--- src/rtl/multicycle_controller_if.sv ---
// ---------------------------------------------------------------------------
// multicycle_controller_if
//
// Bundles the signals between the multicycle control FSM and the shared
// datapath (single memory, one ALU, IR/OldPC/A/B/ALUOut/Data registers).
//
// Datapath -> controller (decoded IR fields and ALU flags):
//   OPC[6:0]        IR[6:0]
//   func3[2:0]      IR[14:12]
//   func7[6:0]      IR[31:25]
//   Zero, blt, bge  ALU comparison flags for A/B in the current cycle
//
// Controller -> datapath (selects and write enables):
//   PCWrite, AdrSrc, MemWrite, IRWrite, RegWrite
//   ResultSrc[1:0]  00=ALUOut 01=Data 10=ALU 11=Imm
//   ALUSrcA[1:0]    00=PC 01=OldPC 10=A
//   ALUSrcB[1:0]    00=B 01=Imm 10=constant 4
//   AluControl[2:0] ADD=000 SUB=001 AND=010 OR=011 SLT=101 XOR=111
//   ImmSrc[2:0]     I=000 S=001 B=010 U=011 J=100
//   Illegal         sticky unsupported-opcode flag
//   state[3:0]      raw FSM state register, for debug and checker binding
//
// Modports: master = controller, slave = datapath.
// ---------------------------------------------------------------------------
interface multicycle_controller_if;
    logic [6:0] OPC;
    logic [2:0] func3;
    logic [6:0] func7;
    logic       Zero;
    logic       blt;
    logic       bge;

    logic       PCWrite;
    logic       AdrSrc;
    logic       MemWrite;
    logic       IRWrite;
    logic       RegWrite;
    logic [1:0] ResultSrc;
    logic [1:0] ALUSrcA;
    logic [1:0] ALUSrcB;
    logic [2:0] AluControl;
    logic [2:0] ImmSrc;
    logic       Illegal;
    logic [3:0] state;

    modport master (
        input  OPC, func3, func7, Zero, blt, bge,
        output PCWrite, AdrSrc, MemWrite, IRWrite, RegWrite,
               ResultSrc, ALUSrcA, ALUSrcB, AluControl, ImmSrc,
               Illegal, state
    );

    modport slave (
        output OPC, func3, func7, Zero, blt, bge,
        input  PCWrite, AdrSrc, MemWrite, IRWrite, RegWrite,
               ResultSrc, ALUSrcA, ALUSrcB, AluControl, ImmSrc,
               Illegal, state
    );
endinterface

--- src/rtl/multicycle_controller.sv ---
// ---------------------------------------------------------------------------
// multicycle_controller
//
// Control FSM for the multicycle RV32I-subset core. Sequences the shared
// datapath over 3-5 cycles per instruction; every select and write enable is
// decoded combinationally from the registered state plus the IR fields and,
// in BRANCH, the ALU flags.
//
// Ports:
//   clk  rising-edge clock
//   rst  synchronous, active-high reset; while high every output is forced
//        to 0 so no PC/IR/memory/register write can happen mid-reset
//   bus  multicycle_controller_if.master (IR fields and flags in, controls
//        out, plus the raw state for debug)
//
// Build option:
//   MC_ILLEGAL_TRAP_EN  when defined, an unsupported opcode sends the FSM to
//                       HALT (all controls 0, Illegal=1) until reset. When
//                       undefined, it is a 2-cycle NOP and Illegal is 0.
//
// Handshake: none; the datapath follows the controls cycle by cycle. The IR
// fields only change on IRWrite (FETCH), so they are stable from DECODE to
// the next FETCH.
// ---------------------------------------------------------------------------
module multicycle_controller (
    input  logic                     clk,
    input  logic                     rst,
    multicycle_controller_if.master  bus
);

    // ALU operations
    localparam logic [2:0] ALU_ADD = 3'b000;
    localparam logic [2:0] ALU_SUB = 3'b001;
    localparam logic [2:0] ALU_AND = 3'b010;
    localparam logic [2:0] ALU_OR  = 3'b011;
    localparam logic [2:0] ALU_SLT = 3'b101;
    localparam logic [2:0] ALU_XOR = 3'b111;

    // Immediate formats
    localparam logic [2:0] IMM_I = 3'b000;
    localparam logic [2:0] IMM_S = 3'b001;
    localparam logic [2:0] IMM_B = 3'b010;
    localparam logic [2:0] IMM_U = 3'b011;
    localparam logic [2:0] IMM_J = 3'b100;

    // Operand / result selects
    localparam logic [1:0] RES_ALUOUT = 2'b00;
    localparam logic [1:0] RES_DATA   = 2'b01;
    localparam logic [1:0] RES_ALU    = 2'b10;
    localparam logic [1:0] RES_IMM    = 2'b11;
    localparam logic [1:0] SRCA_PC    = 2'b00;
    localparam logic [1:0] SRCA_OLDPC = 2'b01;
    localparam logic [1:0] SRCA_A     = 2'b10;
    localparam logic [1:0] SRCB_B     = 2'b00;
    localparam logic [1:0] SRCB_IMM   = 2'b01;
    localparam logic [1:0] SRCB_FOUR  = 2'b10;

    // Opcodes
    localparam logic [6:0] OP_LW   = 7'b0000011;
    localparam logic [6:0] OP_SW   = 7'b0100011;
    localparam logic [6:0] OP_R    = 7'b0110011;
    localparam logic [6:0] OP_I    = 7'b0010011;
    localparam logic [6:0] OP_BR   = 7'b1100011;
    localparam logic [6:0] OP_JAL  = 7'b1101111;
    localparam logic [6:0] OP_JALR = 7'b1100111;
    localparam logic [6:0] OP_LUI  = 7'b0110111;

    typedef enum logic [3:0] {
        S_FETCH    = 4'd0,
        S_DECODE   = 4'd1,
        S_MEMADR   = 4'd2,
        S_MEMREAD  = 4'd3,
        S_MEMWB    = 4'd4,
        S_MEMWRITE = 4'd5,
        S_EXECR    = 4'd6,
        S_EXECI    = 4'd7,
        S_ALUWB    = 4'd8,
        S_BRANCH   = 4'd9,
        S_JAL      = 4'd10,
        S_JALR     = 4'd11,
        S_LINK     = 4'd12,
        S_LUI      = 4'd13
`ifdef MC_ILLEGAL_TRAP_EN
        ,
        S_HALT     = 4'd14
`endif
    } state_t;

    state_t state;
    state_t state_next;

    // Decoded controls before reset gating
    logic       pc_write;
    logic       adr_src;
    logic       mem_write;
    logic       ir_write;
    logic       reg_write;
    logic [1:0] result_src;
    logic [1:0] alu_src_a;
    logic [1:0] alu_src_b;
    logic [2:0] alu_control;
    logic [2:0] imm_src;

    logic       branch_taken;
    logic [2:0] r_op;
    logic [2:0] i_op;

    // Branch condition; unsupported func3 values are never taken.
    always_comb begin
        branch_taken = 1'b0;
        case (bus.func3)
            3'b000:  branch_taken = bus.Zero;
            3'b001:  branch_taken = ~bus.Zero;
            3'b100:  branch_taken = bus.blt;
            3'b101:  branch_taken = bus.bge;
            default: branch_taken = 1'b0;
        endcase
    end

    // R-type ALU op; any unsupported funct combination falls back to ADD.
    always_comb begin
        r_op = ALU_ADD;
        case (bus.func3)
            3'b000:  r_op = (bus.func7 == 7'b0100000) ? ALU_SUB : ALU_ADD;
            3'b111:  r_op = ALU_AND;
            3'b110:  r_op = ALU_OR;
            3'b010:  r_op = ALU_SLT;
            default: r_op = ALU_ADD;
        endcase
    end

    // I-type ALU op; unsupported func3 falls back to ADD.
    always_comb begin
        i_op = ALU_ADD;
        case (bus.func3)
            3'b000:  i_op = ALU_ADD;
            3'b100:  i_op = ALU_XOR;
            3'b010:  i_op = ALU_SLT;
            3'b110:  i_op = ALU_OR;
            default: i_op = ALU_ADD;
        endcase
    end

    always_ff @(posedge clk) begin
        if (rst) begin
            state <= S_FETCH;
        end else begin
            state <= state_next;
        end
    end

    always_comb begin
        state_next  = state;
        pc_write    = 1'b0;
        adr_src     = 1'b0;
        mem_write   = 1'b0;
        ir_write    = 1'b0;
        reg_write   = 1'b0;
        result_src  = RES_ALUOUT;
        alu_src_a   = SRCA_PC;
        alu_src_b   = SRCB_B;
        alu_control = ALU_ADD;
        imm_src     = IMM_I;

        case (state)
            S_FETCH: begin
                // PC+4 goes straight back into PC through the ALU result path.
                ir_write    = 1'b1;
                alu_src_a   = SRCA_PC;
                alu_src_b   = SRCB_FOUR;
                alu_control = ALU_ADD;
                result_src  = RES_ALU;
                pc_write    = 1'b1;
                state_next  = S_DECODE;
            end
            S_DECODE: begin
                // Speculative branch/jal target lands in ALUOut.
                alu_src_a   = SRCA_OLDPC;
                alu_src_b   = SRCB_IMM;
                alu_control = ALU_ADD;
                imm_src     = (bus.OPC == OP_JAL) ? IMM_J : IMM_B;
                case (bus.OPC)
                    OP_LW, OP_SW: state_next = S_MEMADR;
                    OP_R:         state_next = S_EXECR;
                    OP_I:         state_next = S_EXECI;
                    OP_BR:        state_next = S_BRANCH;
                    OP_JAL:       state_next = S_JAL;
                    OP_JALR:      state_next = S_JALR;
                    OP_LUI:       state_next = S_LUI;
`ifdef MC_ILLEGAL_TRAP_EN
                    default:      state_next = S_HALT;
`else
                    default:      state_next = S_FETCH;
`endif
                endcase
            end
            S_MEMADR: begin
                alu_src_a   = SRCA_A;
                alu_src_b   = SRCB_IMM;
                alu_control = ALU_ADD;
                imm_src     = (bus.OPC == OP_SW) ? IMM_S : IMM_I;
                state_next  = (bus.OPC == OP_SW) ? S_MEMWRITE : S_MEMREAD;
            end
            S_MEMREAD: begin
                adr_src    = 1'b1;
                result_src = RES_ALUOUT;
                state_next = S_MEMWB;
            end
            S_MEMWB: begin
                result_src = RES_DATA;
                reg_write  = 1'b1;
                state_next = S_FETCH;
            end
            S_MEMWRITE: begin
                adr_src    = 1'b1;
                result_src = RES_ALUOUT;
                mem_write  = 1'b1;
                state_next = S_FETCH;
            end
            S_EXECR: begin
                alu_src_a   = SRCA_A;
                alu_src_b   = SRCB_B;
                alu_control = r_op;
                state_next  = S_ALUWB;
            end
            S_EXECI: begin
                alu_src_a   = SRCA_A;
                alu_src_b   = SRCB_IMM;
                imm_src     = IMM_I;
                alu_control = i_op;
                state_next  = S_ALUWB;
            end
            S_ALUWB: begin
                result_src = RES_ALUOUT;
                reg_write  = 1'b1;
                state_next = S_FETCH;
            end
            S_BRANCH: begin
                // ALUOut still holds the target computed in DECODE.
                alu_src_a   = SRCA_A;
                alu_src_b   = SRCB_B;
                alu_control = ALU_SUB;
                result_src  = RES_ALUOUT;
                pc_write    = branch_taken;
                state_next  = S_FETCH;
            end
            S_JAL: begin
                // PC <- target from ALUOut while the ALU forms OldPC+4.
                result_src  = RES_ALUOUT;
                pc_write    = 1'b1;
                alu_src_a   = SRCA_OLDPC;
                alu_src_b   = SRCB_FOUR;
                alu_control = ALU_ADD;
                state_next  = S_ALUWB;
            end
            S_JALR: begin
                alu_src_a   = SRCA_A;
                alu_src_b   = SRCB_IMM;
                imm_src     = IMM_I;
                alu_control = ALU_ADD;
                result_src  = RES_ALU;
                pc_write    = 1'b1;
                state_next  = S_LINK;
            end
            S_LINK: begin
                alu_src_a   = SRCA_OLDPC;
                alu_src_b   = SRCB_FOUR;
                alu_control = ALU_ADD;
                state_next  = S_ALUWB;
            end
            S_LUI: begin
                imm_src    = IMM_U;
                result_src = RES_IMM;
                reg_write  = 1'b1;
                state_next = S_FETCH;
            end
`ifdef MC_ILLEGAL_TRAP_EN
            S_HALT: begin
                state_next = S_HALT;
            end
`endif
            default: begin
                state_next = S_FETCH;
            end
        endcase
    end

    // Reset forces every control low, including mid-instruction.
    assign bus.PCWrite    = pc_write   & ~rst;
    assign bus.AdrSrc     = adr_src    & ~rst;
    assign bus.MemWrite   = mem_write  & ~rst;
    assign bus.IRWrite    = ir_write   & ~rst;
    assign bus.RegWrite   = reg_write  & ~rst;
    assign bus.ResultSrc  = rst ? 2'b00  : result_src;
    assign bus.ALUSrcA    = rst ? 2'b00  : alu_src_a;
    assign bus.ALUSrcB    = rst ? 2'b00  : alu_src_b;
    assign bus.AluControl = rst ? 3'b000 : alu_control;
    assign bus.ImmSrc     = rst ? 3'b000 : imm_src;
    assign bus.state      = state;

`ifdef MC_ILLEGAL_TRAP_EN
    // HALT is only left through reset, so being in HALT is the sticky flag.
    assign bus.Illegal = (state == S_HALT) & ~rst;
`else
    assign bus.Illegal = 1'b0;
`endif

endmodule
--- src/flat_wrapper.sv ---
// flat-port wrapper written by rule: the top's interface ports become plain ports
module multicycle_controller_flat 
  (clk, rst, bus_OPC, bus_func3, bus_func7, bus_Zero, bus_blt, bus_bge, bus_PCWrite, bus_AdrSrc, bus_MemWrite, bus_IRWrite, bus_RegWrite, bus_ResultSrc, bus_ALUSrcA, bus_ALUSrcB, bus_AluControl, bus_ImmSrc, bus_Illegal, bus_state);
  multicycle_controller_if bus_i ();
  input  logic clk;
  input  logic rst;
  input wire logic [$bits(bus_i.OPC)-1:0] bus_OPC;
  input wire logic [$bits(bus_i.func3)-1:0] bus_func3;
  input wire logic [$bits(bus_i.func7)-1:0] bus_func7;
  input wire logic [$bits(bus_i.Zero)-1:0] bus_Zero;
  input wire logic [$bits(bus_i.blt)-1:0] bus_blt;
  input wire logic [$bits(bus_i.bge)-1:0] bus_bge;
  output wire logic [$bits(bus_i.PCWrite)-1:0] bus_PCWrite;
  output wire logic [$bits(bus_i.AdrSrc)-1:0] bus_AdrSrc;
  output wire logic [$bits(bus_i.MemWrite)-1:0] bus_MemWrite;
  output wire logic [$bits(bus_i.IRWrite)-1:0] bus_IRWrite;
  output wire logic [$bits(bus_i.RegWrite)-1:0] bus_RegWrite;
  output wire logic [$bits(bus_i.ResultSrc)-1:0] bus_ResultSrc;
  output wire logic [$bits(bus_i.ALUSrcA)-1:0] bus_ALUSrcA;
  output wire logic [$bits(bus_i.ALUSrcB)-1:0] bus_ALUSrcB;
  output wire logic [$bits(bus_i.AluControl)-1:0] bus_AluControl;
  output wire logic [$bits(bus_i.ImmSrc)-1:0] bus_ImmSrc;
  output wire logic [$bits(bus_i.Illegal)-1:0] bus_Illegal;
  output wire logic [$bits(bus_i.state)-1:0] bus_state;
  assign bus_i.OPC = bus_OPC;
  assign bus_i.func3 = bus_func3;
  assign bus_i.func7 = bus_func7;
  assign bus_i.Zero = bus_Zero;
  assign bus_i.blt = bus_blt;
  assign bus_i.bge = bus_bge;
  assign bus_PCWrite = bus_i.PCWrite;
  assign bus_AdrSrc = bus_i.AdrSrc;
  assign bus_MemWrite = bus_i.MemWrite;
  assign bus_IRWrite = bus_i.IRWrite;
  assign bus_RegWrite = bus_i.RegWrite;
  assign bus_ResultSrc = bus_i.ResultSrc;
  assign bus_ALUSrcA = bus_i.ALUSrcA;
  assign bus_ALUSrcB = bus_i.ALUSrcB;
  assign bus_AluControl = bus_i.AluControl;
  assign bus_ImmSrc = bus_i.ImmSrc;
  assign bus_Illegal = bus_i.Illegal;
  assign bus_state = bus_i.state;
  multicycle_controller u_core (.clk(clk), .rst(rst), .bus(bus_i));
endmodule
--- config.mk ---
export PLATFORM = sky130hd
export DESIGN_NAME = multicycle_controller_flat
export DESIGN_NICKNAME = d
export VERILOG_FILES = /design/src/rtl/multicycle_controller_if.sv /design/src/rtl/multicycle_controller.sv /design/src/flat_wrapper.sv
export SDC_FILE = /design/constraint.sdc
export NUM_CORES = 1
export LEC_CHECK = 0
export CORE_ASPECT_RATIO = 0.8
export CORE_MARGIN = 2
export CORE_UTILIZATION = 38
export DETAILED_ROUTE_END_ITERATION = 8
export PLACE_DENSITY = 0.85
export SETUP_SLACK_MARGIN = 0.2
export SYNTH_ARGS = -nofsm -noshare
export SYNTH_HDL_FRONTEND = slang
export SYNTH_SLANG_ARGS = --single-unit
--- constraint.sdc ---
create_clock -name clk -period 1.9 [get_ports clk]
set_clock_uncertainty 0.2 [all_clocks]
set_input_delay 0.19 -clock clk [delete_from_list [all_inputs] [get_ports clk]]
set_output_delay 0.19 -clock clk [all_outputs]
set_load 0.1 [all_outputs]
==> results of run 1 <==
[cells in the mapped netlist, types with 2 or more instances]
cell      instances
and3b_1           2
o31a_1            2
a31oi_1           2
nor2b_1           6
o21a_1            2
inv_1             4
nand2_1           8
xnor2_1           5
buf_2             6
nor3_1           10
nand3b_1          2
nor3b_1           2
nor2_1           12
mux2i_1           2
a21oi_1          12
nor4b_1           3
and2_1            2
and3_1            2
nand2b_1          3
o21ai_0           4
nand3_1           3
dfxtp_1           4
clkbuf_1          2
[per-stage QoR]
stage	setup TNS, ns	instance area [µm²]	hold slack, ns
floorplan	-3.77	1090	0.0567
global placement	-0.668	1790	0.427
detailed placement	-1.20	1790	0.441
[logic make-up after synthesis]
family | after synthesis | synth area share (%)
buffers and inverters | 13 | 7.86
AO/OA/AOI/OAI | 30 | 25.7
XOR/XNOR | 5 | 5.73
AND/OR/NAND/NOR | 63 | 47.1
flip-flops | 4 | 10.5
other | 1 | 0.491
multiplexers | 2 | 2.62
==> qor.txt, run 1 <==
Status -> did not finish
Fail Step -> clock tree synthesis (4_1_cts)
First error -> [ERROR DPL-0038] Utilization greater than 100%, impossible to legalize
HPWL Detailed -> 3.05 mm
Post_cts resized -> 53
Post-synth ARST share -> 0%
Clock sinks -> 4
Core Rows -> 14
CTS H-tree lvls -> 1
Synth Net Count -> 140
Largest buffer count on any clock path -> 2
Initial core utilization -> 40.4%
Root Driver -> clkbuf_4
Num CTS Buffers -> 3
Unique masters post-synth -> 41
Synth area leaders -> dfxtp_1 10%, a21oi_1 7.9%, nor3_1 6.5%
Post-CTS Setup Bufs -> 19
Mean Syn Cell Area -> 6.48 µm²
Number of synthesized register bits -> 4
Synthesized cell area -> 764 µm²
IO buf count -> 42
Die span in y -> 44.1 µm
Syn Inst Count -> 118
Dpl ws -> -0.269 ns
DIE WIDTH -> 54.1 µm
Synth top area share -> 10.5%
Ys flop type -> dfxtp_1
Post-synth top area cell -> dfxtp_1
Hold_buf cts -> 0
Seq/Total Area, Yosys -> 10.5%
Dpl cells -> 194
Ports -> 44
Placer congestion estimate -> 0.808
Post-synth EDFFs -> 0
Yosys Warn Count -> 0
==> run 2: changes to the inputs <==
- CORE_AREA: unset -> 2 2 63 65
- CORE_ASPECT_RATIO: 0.8 -> unset
- CORE_MARGIN: 2 -> unset
- CORE_UTILIZATION: 38 -> unset
- DIE_AREA: unset -> 0 0 65 67
- PLACE_DENSITY: 0.85 -> unset
- PLACE_DENSITY_LB_ADDON: unset -> 0.15
- SETUP_SLACK_MARGIN: 0.2 -> unset
==> run 2 against run 1 <==
Compared with the run above: the flow now finishes, with violations (setup timing); synthesized cell count stayed put; area after synthesis stayed put.
==> qor.txt, run 2 <==
Status -> finished with violations
Violated checks -> setup timing
Vias post-DR -> 1,166
Dpl ws -> -0.176 ns (+0.0928 ns)
Post-synth EDFFs -> 0 (unchanged)
Register name with the most flops -> u_core.bus.state
Ys flop type -> dfxtp_1
Commonest non-fill, non-tap cell in the layout -> buf_4
Critical path fanouts, max -> 6
Post-route ant nets -> 0
Post-synth top cells -> 12 x a21oi_1, 12 x nor2_1, 10 x nor3_1
Synth top area share -> 10.5% (unchanged)
Placer congestion estimate -> 0.802 (-0.83%)
CTS tree -> yes
HPWL Detailed -> 2.27 mm (-26%)
CP delay by family, top -> buffers and inverters
Setup ws final -> -0.0591 ns
Largest registers -> u_core.bus.state: 4 flops
Die span in y -> 67 µm (+52%)
Clk slew on worst S/H paths -> 0.03 ns
Root Driver -> clkbuf_8
Number of synthesized register bits -> 4 (unchanged)
Max stage delay on crit path -> 0.35 ns
First-pass DRT Iterations -> 4
Max-cap viol count -> 0
Clock sinks -> 4 (unchanged)
Clk_lat worst skew -> 0.21 ns
CP max-delay cell -> dfxtp_4
Crit end category -> output pin
FMAX -> 0.510 GHz
Multi-input logic area -> 1000 µm²
Hold_buf cts -> 0 (unchanged)
Vias per cell -> 4.74
# diodes -> 0
Unique masters post-synth -> 41 (unchanged)
Layout cell share with drive strength beyond 1 -> 65.2%
Flip-flop and latch area -> 95.1 µm²
Core Rows -> 22 (+8)
CP cell instances -> buf_12 > buf_12 > and3_4 > o21a_1 > a31oi_2 > nor2_4 > buf_12
Crit share post-route -> 103%
Number of fillers in the final layout -> 291
Seq/Total Area, Yosys -> 10.5% (unchanged)
Wire per inst -> 13.6 µm
Nets -> 222
Largest buffer count on any clock path -> 2 (unchanged)
Post-synth ARST share -> 0% (unchanged)
IO buf count -> 42 (unchanged)
Yosys Warn Count -> 0 (unchanged)
Most frequent cells in the layout -> 36 x buf_4, 25 x buf_12, 11 x clkdlybuf4s50_1
Initial antenna violation count -> 0
Final min period -> 1.96 ns
Peak supply drop -> 0.000195 V
Mean Syn Cell Area -> 6.48 µm² (unchanged)
Placed cell area -> 1850 µm² (+3.4%)
Final Cell Area -> 2240 µm²
Leakage -> 0.872 nW
Post-synth top area cell -> dfxtp_1
Worst EP required -> 1.51 ns
Max Slew Vio Count -> 0
Syn Inst Count -> 118 (unchanged)
Critical path's most frequent cell -> buf_12
CTS H-tree lvls -> 1 (unchanged)
CORE AREA -> 3610 µm²
DIE WIDTH -> 65 µm (+20%)
Synthesized cell area -> 764 µm² (unchanged)
Hold Crit Class -> primary input to flop
Bufs and invs on worst path -> 3
Num CTS Buffers -> 3 (unchanged)
Power per cell area -> 317 nW/µm²
Synth area leaders -> dfxtp_1 10%, a21oi_1 7.9%, nor3_1 6.5%
Setup CP Type -> flop to output pin
Ports -> 44 (unchanged)
Vias in the first global route -> 1,114
Global-route wire length before repair -> 5.00 mm
Initial core utilization -> 21.2% (-19 points)
Routed wire length -> 3.34 mm
Final core occ -> 62.2%
Residual DRC count -> 0
Final hold slack -> 0.338 ns
Setup Viol. Count Final -> 4
Max FFs per register -> 4
Die Area -> 4360 µm²
Grt total ovfl -> 0
Synth Net Count -> 140 (unchanged)
Startpoint types -> flop
Overall routing resource usage -> 14.5%
Area grow syn2layout -> 193%
Largest net degree at the start of global routing -> 18
Initial DRC Count -> 46
CP arrival -> 1.57 ns
Unrepaired setup endpoints after global routing -> true
Total negative slack -> -0.167 ns
Final hold violation count -> 0
## run 2: cell families after synthesis
family                 count (synthesis)  share of synthesized area, %
flip-flops                             4                          10.5
multiplexers                           2                          2.62
AO/OA/AOI/OAI                         30                          25.7
other                                  1                         0.491
XOR/XNOR                               5                          5.73
buffers and inverters                 13                          7.86
AND/OR/NAND/NOR                       63                          47.1
## run 2: cell type report
class                   instances  share of cell area [%]
repair buffers                 86                    45.6
multi-input cells             101                    44.8
flip-flops and latches          4                    4.24
well taps                      48                    2.68
clock buffers                   3                    1.84
inverters                       4                   0.837
## run 2: tightest hold or removal path: stages
cell and delay (ns):
dlygate4sd2_1 0.23, buf_4 0.13, nor2_1 0.03, nand3_1 0.07, a21oi_1 0.06
## run 2: timing repair
action                     CTS  global route
setup endpoints to repair   10            12
setup buffers                8            16
resized for setup           24            20
pin swaps                   10            11
gates cloned                 0             1
## run 2: stage by stage
stage / power, mW / std cells
floorplan: 0.315 / 118
global placement: 0.477 / 218
detailed placement: 0.481 / 218
CTS: 0.670 / 229
global route: 0.745 / 246
finish: 0.712 / 246
## run 2: where the power goes
group	internal [mW]	switching [mW]	leakage, nW
registers	0.0831	0.00477	0.0355
clock network	0.135	0.0430	0.0216
logic	0.206	0.241	0.815
## run 2: final timing paths
kind,startpoint,endpoint,slack (ns),cells after the start
max,u_core.bus.state[0],bus_ResultSrc[1],-0.06,7
min,bus_OPC[3],u_core.bus.state[0],0.34,5
max reg2reg,u_core.bus.state[0],u_core.bus.state[2],0.10,7
min reg2reg,u_core.bus.state[2],u_core.bus.state[0],0.49,3
## run 2: layer usage
metal / vias up / global-route usage (%) / part of all wire [%]
met1: 538 / 16.6 / 41
met3: 2 / 1.18 / 4.8
met5: - / 0 / 0
met2: 34 / 27.3 / 54
met4: 0 / 6.38 / 0.42
li1: 592 / - / -
No activity file was read; power rests on OpenSTA's default activity.
